`src/rtl/hazard_pkg.sv`:
```
// hazard_pkg: shared state encoding and default constants for the hazard sequencer.
package hazard_pkg;
  typedef enum logic [1:0] {RUN = 2'd0, FLUSH = 2'd1, MEM_WAIT = 2'd2} state_t;
  localparam logic [4:0] REG_ZERO = 5'd0;
  localparam int FLUSH_CYCLES_DEF = 1;
  localparam int MEM_TIMEOUT_DEF = 255;
endpackage

```
`src/rtl/hazard_perf_cnt.sv`:
```
// hazard_perf_cnt: saturating 32-bit event counter with enable, sync active-low reset.
module hazard_perf_cnt
  import hazard_pkg::*;
(
  input  logic        clk,
  input  logic        rst,
  input  logic        i_en,
  output logic [31:0] o_cnt
);
  logic [31:0] r_cnt;
  always_ff @(posedge clk)
    if (!rst) r_cnt <= '0;
    else if (i_en && r_cnt != 32'hFFFF_FFFF) r_cnt <= r_cnt + 32'd1;
  assign o_cnt = r_cnt;
endmodule

```
`src/rtl/hazard_ctrl.sv`:
```
// hazard_ctrl: pipeline stall/flush sequencer arbitrating memory wait, branch flush and load-use.
// Define HAZARD_PERF_EN to add saturating perf counters perf_lu/perf_flush/perf_memwait.
module hazard_ctrl
  import hazard_pkg::*;
#(
  parameter int FLUSH_CYCLES = FLUSH_CYCLES_DEF,
  parameter int MEM_TIMEOUT  = MEM_TIMEOUT_DEF
) (
  input  logic        clk,
  input  logic        rst,
  input  logic [4:0]  id_rs1,
  input  logic [4:0]  id_rs2,
  input  logic        id_use_rs1,
  input  logic        id_use_rs2,
  input  logic        ex_MemRead,
  input  logic [4:0]  ex_rd,
  input  logic        branch_taken,
  input  logic        mem_req,
  input  logic        mem_ready,
  output logic        pc_stall,
  output logic        pc_redirect,
  output logic        if_stall,
  output logic        if_clear,
  output logic        id_stall,
  output logic        id_clear,
  output logic        ex_stall,
  output logic        ex_clear,
  output logic        mem_stall,
  output logic        mem_err
`ifdef HAZARD_PERF_EN
  ,
  output logic [31:0] perf_lu,
  output logic [31:0] perf_flush,
  output logic [31:0] perf_memwait
`endif
);
  localparam int WW = $clog2(MEM_TIMEOUT + 1);
  state_t          r_state, w_state_nx;
  logic [2:0]      r_flush_cnt, w_flush_nx;
  logic [WW-1:0]   r_wait_cnt, w_wait_nx;
  logic            w_in_wait, w_mem_block, w_load_use, w_hold, w_timeout, w_br, w_fl, w_lu;
  always_comb begin
    w_in_wait   = r_state == MEM_WAIT;
    w_mem_block = mem_req && !mem_ready;
    w_load_use  = ex_MemRead && ex_rd != REG_ZERO &&
                  ((id_use_rs1 && id_rs1 == ex_rd) || (id_use_rs2 && id_rs2 == ex_rd));
    w_hold      = w_in_wait ? !mem_ready : w_mem_block;
    w_timeout   = w_in_wait && !mem_ready && r_wait_cnt == WW'(MEM_TIMEOUT);
    w_br        = !w_in_wait && !w_mem_block && branch_taken;
    w_fl        = r_state == FLUSH && !w_mem_block;
    w_lu        = r_state == RUN && !w_mem_block && !branch_taken && w_load_use;
  end
  assign pc_stall    = rst && (w_hold || w_lu);
  assign if_stall    = rst && (w_hold || w_lu);
  assign id_stall    = rst && w_hold;
  assign ex_stall    = rst && w_hold;
  assign mem_stall   = rst && w_hold;
  assign pc_redirect = rst && w_br;
  assign if_clear    = !rst || w_br || w_fl;
  assign id_clear    = !rst || w_br || w_fl || w_lu;
  assign ex_clear    = !rst || w_timeout;
  assign mem_err     = rst && w_timeout;
  // A held branch is ignored while waiting; the frozen EX stage re-presents it after exit.
  always_comb begin
    w_state_nx = r_state;
    w_flush_nx = r_flush_cnt;
    w_wait_nx  = r_wait_cnt;
    if (w_in_wait) begin
      w_state_nx = (mem_ready || w_timeout) ? RUN : MEM_WAIT;
      w_wait_nx  = (mem_ready || w_timeout) ? '0 : r_wait_cnt + WW'(1);
    end else if (w_mem_block) begin
      w_state_nx = MEM_WAIT;
      w_wait_nx  = WW'(1);
      w_flush_nx = '0;
    end else if (branch_taken) begin
      w_state_nx = FLUSH_CYCLES > 1 ? FLUSH : RUN;
      w_flush_nx = 3'(FLUSH_CYCLES - 1);
    end else if (r_state == FLUSH) begin
      w_state_nx = r_flush_cnt <= 3'd1 ? RUN : FLUSH;
      w_flush_nx = r_flush_cnt <= 3'd1 ? 3'd0 : r_flush_cnt - 3'd1;
    end
  end
  always_ff @(posedge clk)
    if (!rst) begin
      r_state     <= RUN;
      r_flush_cnt <= '0;
      r_wait_cnt  <= '0;
    end else begin
      r_state     <= w_state_nx;
      r_flush_cnt <= w_flush_nx;
      r_wait_cnt  <= w_wait_nx;
    end
`ifdef HAZARD_PERF_EN
  hazard_perf_cnt u_perf_lu (.clk(clk), .rst(rst), .i_en(w_lu), .o_cnt(perf_lu));
  hazard_perf_cnt u_perf_flush (.clk(clk), .rst(rst), .i_en(w_br || w_fl), .o_cnt(perf_flush));
  hazard_perf_cnt u_perf_memwait (.clk(clk), .rst(rst), .i_en(w_in_wait), .o_cnt(perf_memwait));
`endif
endmodule

```
`config.mk`:
```
export PLATFORM = sky130hd
export DESIGN_NAME = hazard_ctrl
export DESIGN_NICKNAME = d
export VERILOG_FILES = /design/src/rtl/hazard_pkg.sv /design/src/rtl/hazard_perf_cnt.sv /design/src/rtl/hazard_ctrl.sv
export SDC_FILE = /design/constraint.sdc
export NUM_CORES = 1
export LEC_CHECK = 0
export ABC_AREA = 1
export CAP_MARGIN = 20
export CORE_UTILIZATION = 35
export DETAILED_ROUTE_END_ITERATION = 12
export DONT_BUFFER_PORTS = 1
export PLACE_DENSITY = 0.48
export SLEW_MARGIN = 25
export SYNTH_ARGS = -nofsm -noshare
export SYNTH_HDL_FRONTEND = slang
export SYNTH_SLANG_ARGS = --single-unit
```
`constraint.sdc`:
```
create_clock -name clk -period 1.4 [get_ports clk]
set_clock_uncertainty 0.15 [all_clocks]
set_input_delay 0.07 -clock clk [delete_from_list [all_inputs] [get_ports clk]]
set_output_delay 0.07 -clock clk [all_outputs]
set_load 0.05 [all_outputs]
```
==> results.cfg <==
[synth]
ys_seq_area_share_pct = 24.9
yosysTopAreaCellShare_pct = 24.9
netlist_area_um2 = 1050
synthDistinctLibCells = 22
synth_area_per_cell_um2 = 5.88
synth_area_leaders = dfxtp_1 25%, nand2_1 20%, inv_1 12%
synth_cells = 178
syn_nets = 204
synth-seq-cells = 13
synth_largest_area_cell = dfxtp_1
ys_warn_count = 0

[layout]
final_common_cell = nand2_1
antennaDiodeCount = 0
drive_above_1_share_pct = 34.3
finalInstanceArea_um2 = 1570
syn_to_final_growth_pct = 49.5
final_nets = 234
multi_input_area_um2 = 808
final_cell_mix = 52 x nand2_1, 30 x inv_1, 17 x nor2_1, 16 x buf_4, 9 x dfxtp_1
regArea_um2 = 270
nFillCells = 288

[routing]
drt-total-wl_mm = 2.65
wl_per_cell_um = 11.1
antenna_left = 0
first_pass_iters = 8
routed_via_density = 4.64
drtIter0Drc = 51
drcViolationCount = 4
vias = 1104

[sta]
slew_headroom_pct = 77.5
post-route-min-period_ns = 1.55
setup_ws_ns = -0.153
slew_viol_final = 0
final-hold-violation-count = 0
fin_crit_sh_pct = 111
worst_slew_pin_slew_ns = 0.337
rsz0062_at_grt = true
setup_viol = 14
fmax_ghz = 0.644
fin_tns_setup_ns = -1.21

[die]
core_um2 = 2810
rows = 19
dieArea_um2 = 3210
dieHeight_um = 56.7
ios = 33
die-width_um = 56.7
start_util_pct = 37.3

[clock_tree]
clk_path_buf_depth = 2
cts.sinks = 13
clock_latency_ns = 0.28
numCtsBuffers = 3
htreeDepth = 1
cts_tree = done
cts_root_buf = clkbuf_4
path_clk_slew_ns = 0.09

[critical_path]
arrival_ns = 1.33
critPathKind = reg -> out
worstSetupStartpointType = flop
required_ns = 1.18
path_max_fanout = 6
endpoint_kind = primary output
r2r_cells = 7

[pwr]
power.leakage_nw = 0.736
power_density_nw_per_um2 = 615
p_total_uw = 963
ir_drop_uv = 492

[place]
dp_hpwl_mm = 2.02
portBuffers = 0
postPlaceCellArea_um2 = 1310
routabilityCongestion = 0.790

[global_routing]
first_global_vias = 1093
grt_overflow = 0
grt_max_degree = 8
grtUsageTotal_pct = 19.4
antenna_found_initial = 0
grt_pass1_wl_mm = 4.83

[run]
drv_cap = 0

[status]
violations = DRC, setup timing
status = finished with violations

[min_path]
min_delay_path_depth = 5
holdCritPathClass = in -> reg
worst max-delay path, cell delays in order (launching register included):
cell and delay, ns:
dfxtp_4 0.39, nor2_1 0.09, nand3_1 0.10, nor2_2 0.13, nand3_2 0.14, nand2_8 0.20
kinds of logic (layout without fill, tap and decap cells):
kind of cell    count (synthesis)  after routing  share of synthesized area (%)
compound gates                 15             15                           8.36
simple gates                  106            106                           46.0
xor+xnor                        3              3                           2.51
buf+inv                        38             67                           14.7
flops                          13             13                           24.9
fa+ha+maj                       3              3                           3.58
per-layer routing:
metal / vias up / global-route usage (%) / wire length, um
met1: 486 / 26.8 / 1280
met3: 2 / 4.61 / 116
met4: 0 / 4.64 / 17
li1: 595 / - / -
met2: 21 / 30.3 / 1230
met5: - / 0 / 0
cell usage after synthesis:
master,count
a21oi_1,6
a31oi_1,1
inv_1,33
nor2_1,22
inv_2,2
nand3_1,12
o21ai_0,5
and2_4,1
nand2_4,2
xor2_1,3
dfxtp_1,13
nor3_1,3
or2_4,1
buf_4,3
o21ai_2,2
nand2_2,5
nand2_1,55
a21oi_2,1
nand4_1,1
ha_1,3
nor3_2,3
nand3_2,1
final cells by class:
type                       count  share of cell area (%)
timing repair buffer          28                    18.2
clock buffer                   4                    1.68
inverter                      35                    8.71
tap                           31                    2.48
sequential                    13                    17.3
multi-input combinational    127                    51.6
what timing repair did:
item / CTS / global route
setup endpoints to repair: 13 / 20
buffers inserted: 3 / 3
hold buffers: 4 / 0
pin swaps: 10 / 17
gates resized for setup: 20 / 18
hold endpoints to repair: 11 / 0
path summary, 6_finish.rpt:
kind	slack [ns]	end	from
hold / removal	0.06	r_state[1]	mem_req
setup / recovery	-0.15	if_stall	r_state[1]
setup reg to reg	-0.06	r_wait_cnt[0]	r_wait_cnt[0]
hold reg to reg	0.31	r_flush_cnt[2]	r_flush_cnt[2]
sequential cells by signal, summed over array words and instances, names as in the netlist:
name,cells
r_wait_cnt,8
r_flush_cnt,3
r_state,2
power by group:
part           switching [mW]  internal, mW
sequential             0.0140         0.382
clock                   0.126         0.110
combinational           0.200         0.131
total                   0.340         0.623
per-stage QoR:
stage | hold WS (ns) | util, % | setup WS [ns] | cells
3_5_place_dp | 0.0693 | 46.6 | -0.0192 | 224
3_3_place_gp | 0.0637 | 46.6 | 0.0270 | 224
6_report | 0.0624 | 55.8 | -0.153 | 238
2_1_floorplan | 0.0535 | - | -0.114 | 178
4_1_cts | 0.0576 | 52.7 | -0.167 | 235
5_1_grt | 0.101 | 55.8 | -0.251 | 238
(Power assumes the default switching activity.)
